### src/rtl/fir_tap_sequencer.sv
`default_nettype none
// fir_tap_sequencer: circular sample delay line plus coefficient table, streaming first/last-tagged
// tap pairs to a serial MAC. Define FIR_TAP_SEQUENCER_CLEAR_EN to zero-fill the delay line after reset.
module fir_tap_sequencer #(
  parameter int NTAPS = 64,
  parameter int AW    = 6,
  parameter int DEC   = 4
) (
  input  logic               clk,
  input  logic               rst,
  input  logic signed [17:0] din,
  input  logic               div,
  input  logic               cwe,
  input  logic [AW-1:0]      caddr,
  input  logic signed [24:0] cdata,
  output logic signed [17:0] dout,
  output logic signed [24:0] cout,
  output logic               first,
  output logic               last,
  output logic               ov,
  output logic               busy,
  output logic               ovr
);

  localparam int DEPTH = 2 ** AW;
  localparam int DW    = (DEC > 1) ? $clog2(DEC) : 1;
  localparam logic [AW-1:0] LAST_TAP = AW'(NTAPS - 1);
  localparam logic [DW-1:0] LAST_CNT = DW'(DEC - 1);

  typedef enum logic [1:0] {
    S_IDLE  = 2'd0,
    S_RUN   = 2'd1,
    S_CLEAR = 2'd2
  } state_t;

`ifdef FIR_TAP_SEQUENCER_CLEAR_EN
  localparam state_t RST_STATE = S_CLEAR;
`else
  localparam state_t RST_STATE = S_IDLE;
`endif

  state_t             state;
  logic [AW-1:0]      wp;
  logic [AW-1:0]      tap;
  logic [AW-1:0]      ta;
  logic [AW-1:0]      pend_ta;
  logic [DW-1:0]      dcnt;
  logic               pend;

  logic signed [17:0] smem [DEPTH];
  logic signed [24:0] cmem [DEPTH];
  logic signed [17:0] srd;
  logic signed [24:0] crd;
  logic               rd_v;
  logic               rd_first;
  logic               rd_last;

  logic               accept;
  logic               trig;
  logic               swe;
  logic signed [17:0] swd;
  logic [AW-1:0]      saddr;

  assign accept = div && (state != S_CLEAR);
  assign trig   = accept && (dcnt == LAST_CNT);
  assign swe    = accept || (state == S_CLEAR);
  assign swd    = (state == S_CLEAR) ? '0 : din;
  assign saddr  = ta - tap;
  assign busy   = (state != S_IDLE) || pend;

  // Both tables are plain synchronous RAMs: a read on the write edge sees the old word.
  always_ff @(posedge clk) begin
    if (swe) smem[wp] <= swd;
    if (cwe) cmem[caddr] <= cdata;
    srd <= smem[saddr];
    crd <= cmem[tap];
  end

  always_ff @(posedge clk) begin
    if (rst) begin
      state    <= RST_STATE;
      wp       <= '0;
      tap      <= '0;
      ta       <= '0;
      pend_ta  <= '0;
      dcnt     <= '0;
      pend     <= 1'b0;
      ovr      <= 1'b0;
      rd_v     <= 1'b0;
      rd_first <= 1'b0;
      rd_last  <= 1'b0;
      ov       <= 1'b0;
      first    <= 1'b0;
      last     <= 1'b0;
      dout     <= '0;
      cout     <= '0;
    end else begin
      rd_v     <= (state == S_RUN);
      rd_first <= (state == S_RUN) && (tap == '0);
      rd_last  <= (state == S_RUN) && (tap == LAST_TAP);
      ov       <= rd_v;
      first    <= rd_v && rd_first;
      last     <= rd_v && rd_last;
      if (rd_v) begin
        dout <= srd;
        cout <= crd;
      end

      if (accept) begin
        wp   <= wp + 1'b1;
        dcnt <= (dcnt == LAST_CNT) ? '0 : dcnt + 1'b1;
      end

      case (state)
        S_IDLE: begin
          if (trig) begin
            state <= S_RUN;
            tap   <= '0;
            ta    <= wp;
          end
        end
        S_RUN: begin
          if (tap == LAST_TAP) begin
            tap <= '0;
            // The pending slot frees as its pass starts, so a trigger on this edge takes it.
            if (pend) begin
              ta   <= pend_ta;
              pend <= trig;
              if (trig) pend_ta <= wp;
            end else if (trig) begin
              ta <= wp;
            end else begin
              state <= S_IDLE;
            end
          end else begin
            tap <= tap + 1'b1;
            if (trig) begin
              if (pend) begin
                ovr <= 1'b1;
              end else begin
                pend    <= 1'b1;
                pend_ta <= wp;
              end
            end
          end
        end
        S_CLEAR: begin
          wp <= wp + 1'b1;
          if (wp == '1) state <= S_IDLE;
        end
        default: state <= S_IDLE;
      endcase
    end
  end

endmodule
`default_nettype wire
### config.mk
export PLATFORM = sky130hd
export DESIGN_NAME = fir_tap_sequencer
export DESIGN_NICKNAME = d
export VERILOG_FILES = /design/src/rtl/fir_tap_sequencer.sv
export SDC_FILE = /design/constraint.sdc
export NUM_CORES = 2
export LEC_CHECK = 0
export CAP_MARGIN = 20
export CELL_PAD_IN_SITES_DETAIL_PLACEMENT = 1
export CELL_PAD_IN_SITES_GLOBAL_PLACEMENT = 2
export CORE_MARGIN = 2
export CORE_UTILIZATION = 50
export DETAILED_ROUTE_END_ITERATION = 8
export PLACE_DENSITY = 0.86
export SYNTH_ARGS = -nofsm -noshare
export SYNTH_HDL_FRONTEND = slang
export SYNTH_SLANG_ARGS = --single-unit
### constraint.sdc
create_clock -name clk -period 4.6 [get_ports clk]
set_clock_uncertainty 0.15 [all_clocks]
set_input_delay 1.15 -clock clk [delete_from_list [all_inputs] [get_ports clk]]
set_output_delay 1.15 -clock clk [all_outputs]
set_load 0.03 [all_outputs]
==> impl_metrics.env <==
export IMPL_r2r_end="srd[5]$_DFF_P_"
export IMPL_slew_violations=0
export IMPL_syn_area_um2=109000
export IMPL_core_um2=217000
export IMPL_cpPeakStageDelay_ns=0.98
export IMPL_yosysUniqueCellTypes=44
export IMPL_irDropWorstVdd_v=0.000420
export IMPL_initial_core_util=0.503
export IMPL_grt_pass1_wl_um=424000
export IMPL_ant_nets=0
export IMPL_ys_top_cells_by_area="edfxtp_1, mux4_2, mux2i_1"
export IMPL_synth_top_area_frac=0.755
export IMPL_cts_root_buf="clkbuf_16"
export IMPL_port_buffers=100
export IMPL_die_width_um=472
export IMPL_grt_use_total=0.267
export IMPL_rsz0062_at_grt="no"
export IMPL_clockBufferDepth=4
export IMPL_hold_start="rd_last$_SDFF_PP0_"
export IMPL_cts_tree="done"
export IMPL_fp_dieH_um=472
export IMPL_yosys_area_top_type="edfxtp_1"
export IMPL_io_pins=101
export IMPL_drcViolationCount=0
export IMPL_synth_seq_cells=2873
export IMPL_synth_edf_count=2752
export IMPL_firstDrtPassIters=6
export IMPL_antenna_found_initial=15
export IMPL_finalCritPeriodShare=0.907
export IMPL_crit_chain="ha_4 -> fa_4 -> buf_12 -> mux4_2 -> mux2i_1 -> mux2i_1 -> mux2i_1 -> mux2i_1"
export IMPL_critPathKind="reg -> reg"
export IMPL_timing_rr_start="tap[0]$_SDFFE_PP0P_"
export IMPL_worstMarginPinSlew_ns=1.20
export IMPL_synth_flop_cell="edfxtp_1"
export IMPL_drive_above_1_share=0.301
export IMPL_period_needed_ns=4.17
export IMPL_maxCapViolations=0
export IMPL_hp_class="reg -> reg"
export IMPL_path_max_fanout=83
export IMPL_synth_nets=4826
export IMPL_hold_buffers=0
export IMPL_hold_depth=1
export IMPL_post_cts_setup_buffer_count=0
export IMPL_gp_congestion=0.812
export IMPL_crit_buf_inv=1
export IMPL_critPathArrivalTime_ns=4.81
export IMPL_cpMaxStageDelayCell="fa_4"
export IMPL_syn_avg_cell_area_um2=23.0
export IMPL_worstSkewPairLatency_ns=0.96
export IMPL_start_kind="register"
export IMPL_yosysWarnings=0
export IMPL_routed_via_count=53375
export IMPL_rows=171
export IMPL_finish_utilization=0.577
export IMPL_synth_seq_area_share=0.777
export IMPL_tns_ns=0
export IMPL_vias_per_cell=6.43
export IMPL_p_per_area_nw_per_um2=436
export IMPL_nets=5281
export IMPL_htreeDepth=5
export IMPL_cellLeakagePower_nw=40.3
export IMPL_dp_hpwl_um=171000
export IMPL_syn2layout_area_growth_pct=14.7
export IMPL_endpoint_kind="register"
export IMPL_power_total_w=0.0547
export IMPL_hold_viol=0
export IMPL_slew_headroom=0.202
export IMPL_ys_async_sr_fraction=0
export IMPL_netlist_instances=4763
export IMPL_holdPathEnd="last$_SDFF_PP0_"
export IMPL_ff2ff_path_depth=8
export IMPL_setup_viol=0
export IMPL_max_freq_ghz=0.240
export IMPL_ff2ff_setup_slack_ns=0.43
export IMPL_crit_family="multiplexers"
export IMPL_timing_critical_path_mode_cell="mux2i_1"
export IMPL_clk_pin_slew_ns=0.06
export IMPL_cts_resized=0
export IMPL_die_area_um2=223000
export IMPL_drt_iter0_markers=7265
export IMPL_numCtsBuffers=303
export IMPL_wl_um=297000
export IMPL_clkSinkCount=2873
export IMPL_run_status="complete, no violations"
export IMPL_cp_required_ns=5.24
export IMPL_grt_overflow=0
export IMPL_wl_per_cell_um=35.7
export IMPL_grt_start_max_net_pins=103
export IMPL_grt_pass1_vias=56723
power by group:
group	internal (W)	switching, W	total (W)
clock	0.0139	0.0100	0.0240
combinational	0.000583	0.00122	0.00180
sequential	0.0288	0.000112	0.0289
worst max-delay path by stage:
stage	startpoint	end	slack, ns	depth (start not counted)
3_5_place_dp	caddr[2]	cmem[54][22]$_DFFE_PP_	0.37	6
5_1_grt	tap[0]$_SDFFE_PP0P_	srd[5]$_DFF_P_	0.32	8
4_1_cts	tap[0]$_SDFFE_PP0P_	srd[5]$_DFF_P_	0.38	8
2_1_floorplan	div	smem[23][0]$_DFFE_PP_	0.96	3
6_report	tap[0]$_SDFFE_PP0P_	srd[5]$_DFF_P_	0.43	8
3_3_place_gp	tap[0]$_SDFFE_PP0P_	srd[5]$_DFF_P_	0.38	8
metal layers:
metal / track usage / routed length (µm) / up-vias / share of wire
met5: 0 / 66 / - / 0.00022
met2: 0.454 / 152000 / 3108 / 0.51
met3: 0.0447 / 24400 / 609 / 0.082
met1: 0.346 / 108000 / 28604 / 0.36
li1: - / - / 21046 / -
met4: 0.104 / 13000 / 8 / 0.044
synth_stat cells (all sizes together) (2+ instances only):
| cell | count |
|---|---|
| edfxtp | 2752 |
| xnor2 | 7 |
| nand3b | 5 |
| nor3b | 2 |
| mux2i | 370 |
| nor2b | 8 |
| a211oi | 27 |
| nor3 | 5 |
| nand2b | 4 |
| nor4 | 2 |
| and3 | 3 |
| xor2 | 4 |
| nor2 | 209 |
| or3b | 3 |
| buf | 127 |
| ha | 9 |
| o22ai | 29 |
| and2 | 4 |
| a21oi | 31 |
| inv | 9 |
| nand3 | 18 |
| nand2 | 59 |
| nand4 | 5 |
| clkbuf | 122 |
| o221ai | 21 |
| o21ai | 22 |
| a31oi | 8 |
| or2 | 5 |
| or3 | 2 |
| a22oi | 18 |
| dfxtp | 121 |
| clkinv | 2 |
| mux4 | 745 |
final cells by class:
class                           count  area, µm²
Timing Repair Buffer              399       3560
Tap cell                         2854       3570
Fill cell                       18022      91900
Inverter                           11       45.0
Antenna cell                        7       17.5
Sequential cell                  2873      85100
Clock inverter                    150       1350
Multi-Input combinational cell   1630      23700
Clock buffer                      378       8190
worst register-to-register path, cell delays in order (launching register included):
cell,delay (ns)
dfxtp_4,0.46
ha_4,0.22
fa_4,0.98
buf_12,0.45
mux4_2,0.47
mux2i_1,0.24
mux2i_1,0.19
mux2i_1,0.73
mux2i_1,0.20
cells by family after synthesis:
logic type,synth area share
xor gates and xnor gates,0.000949
DFF,0.777
muxes,0.187
AOI/OAI and AO/OA,0.00952
buffers and inverters,0.0109
and+or+nand+nor,0.0130
adders and majority gates,0.00121
placed cells by master, fill, tap and decap left out, types with 56 or more instances in the layout:
master           synthesis  routed
clkinv_1                 2      62
buf_4                   20     258
clkbuf_1               122      56
clkbuf_16                0     315
nand2_1                 59      59
mux2i_1                370     370
edfxtp_1              2752    2752
dfxtp_1                121     116
nor2_1                 209     107
clkdlybuf4s50_1          0      56
nor2_2                   0      80
mux4_2                 745     745
registers in the layout (all words and copies together) (netlist names), 2 cells and up:
signal	count
cout	25
smem	1152
srd	18
tap	6
pend_ta	6
ta	6
cmem	1600
dcnt	2
wp	6
crd	25
dout	18
stage by stage:
step	cell area [µm²]	hold WS, ns	cells	setup WS [ns]
5_1_grt	125000	0.311	8300	0.319
6_report	125000	0.289	8302	0.429
2_1_floorplan	109000	0.256	4763	0.961
4_1_cts	125000	0.297	8287	0.382
3_5_place_dp	116000	0.278	7759	0.370
3_3_place_gp	116000	0.274	7758	0.384
Power figures use the tool's default switching activity.
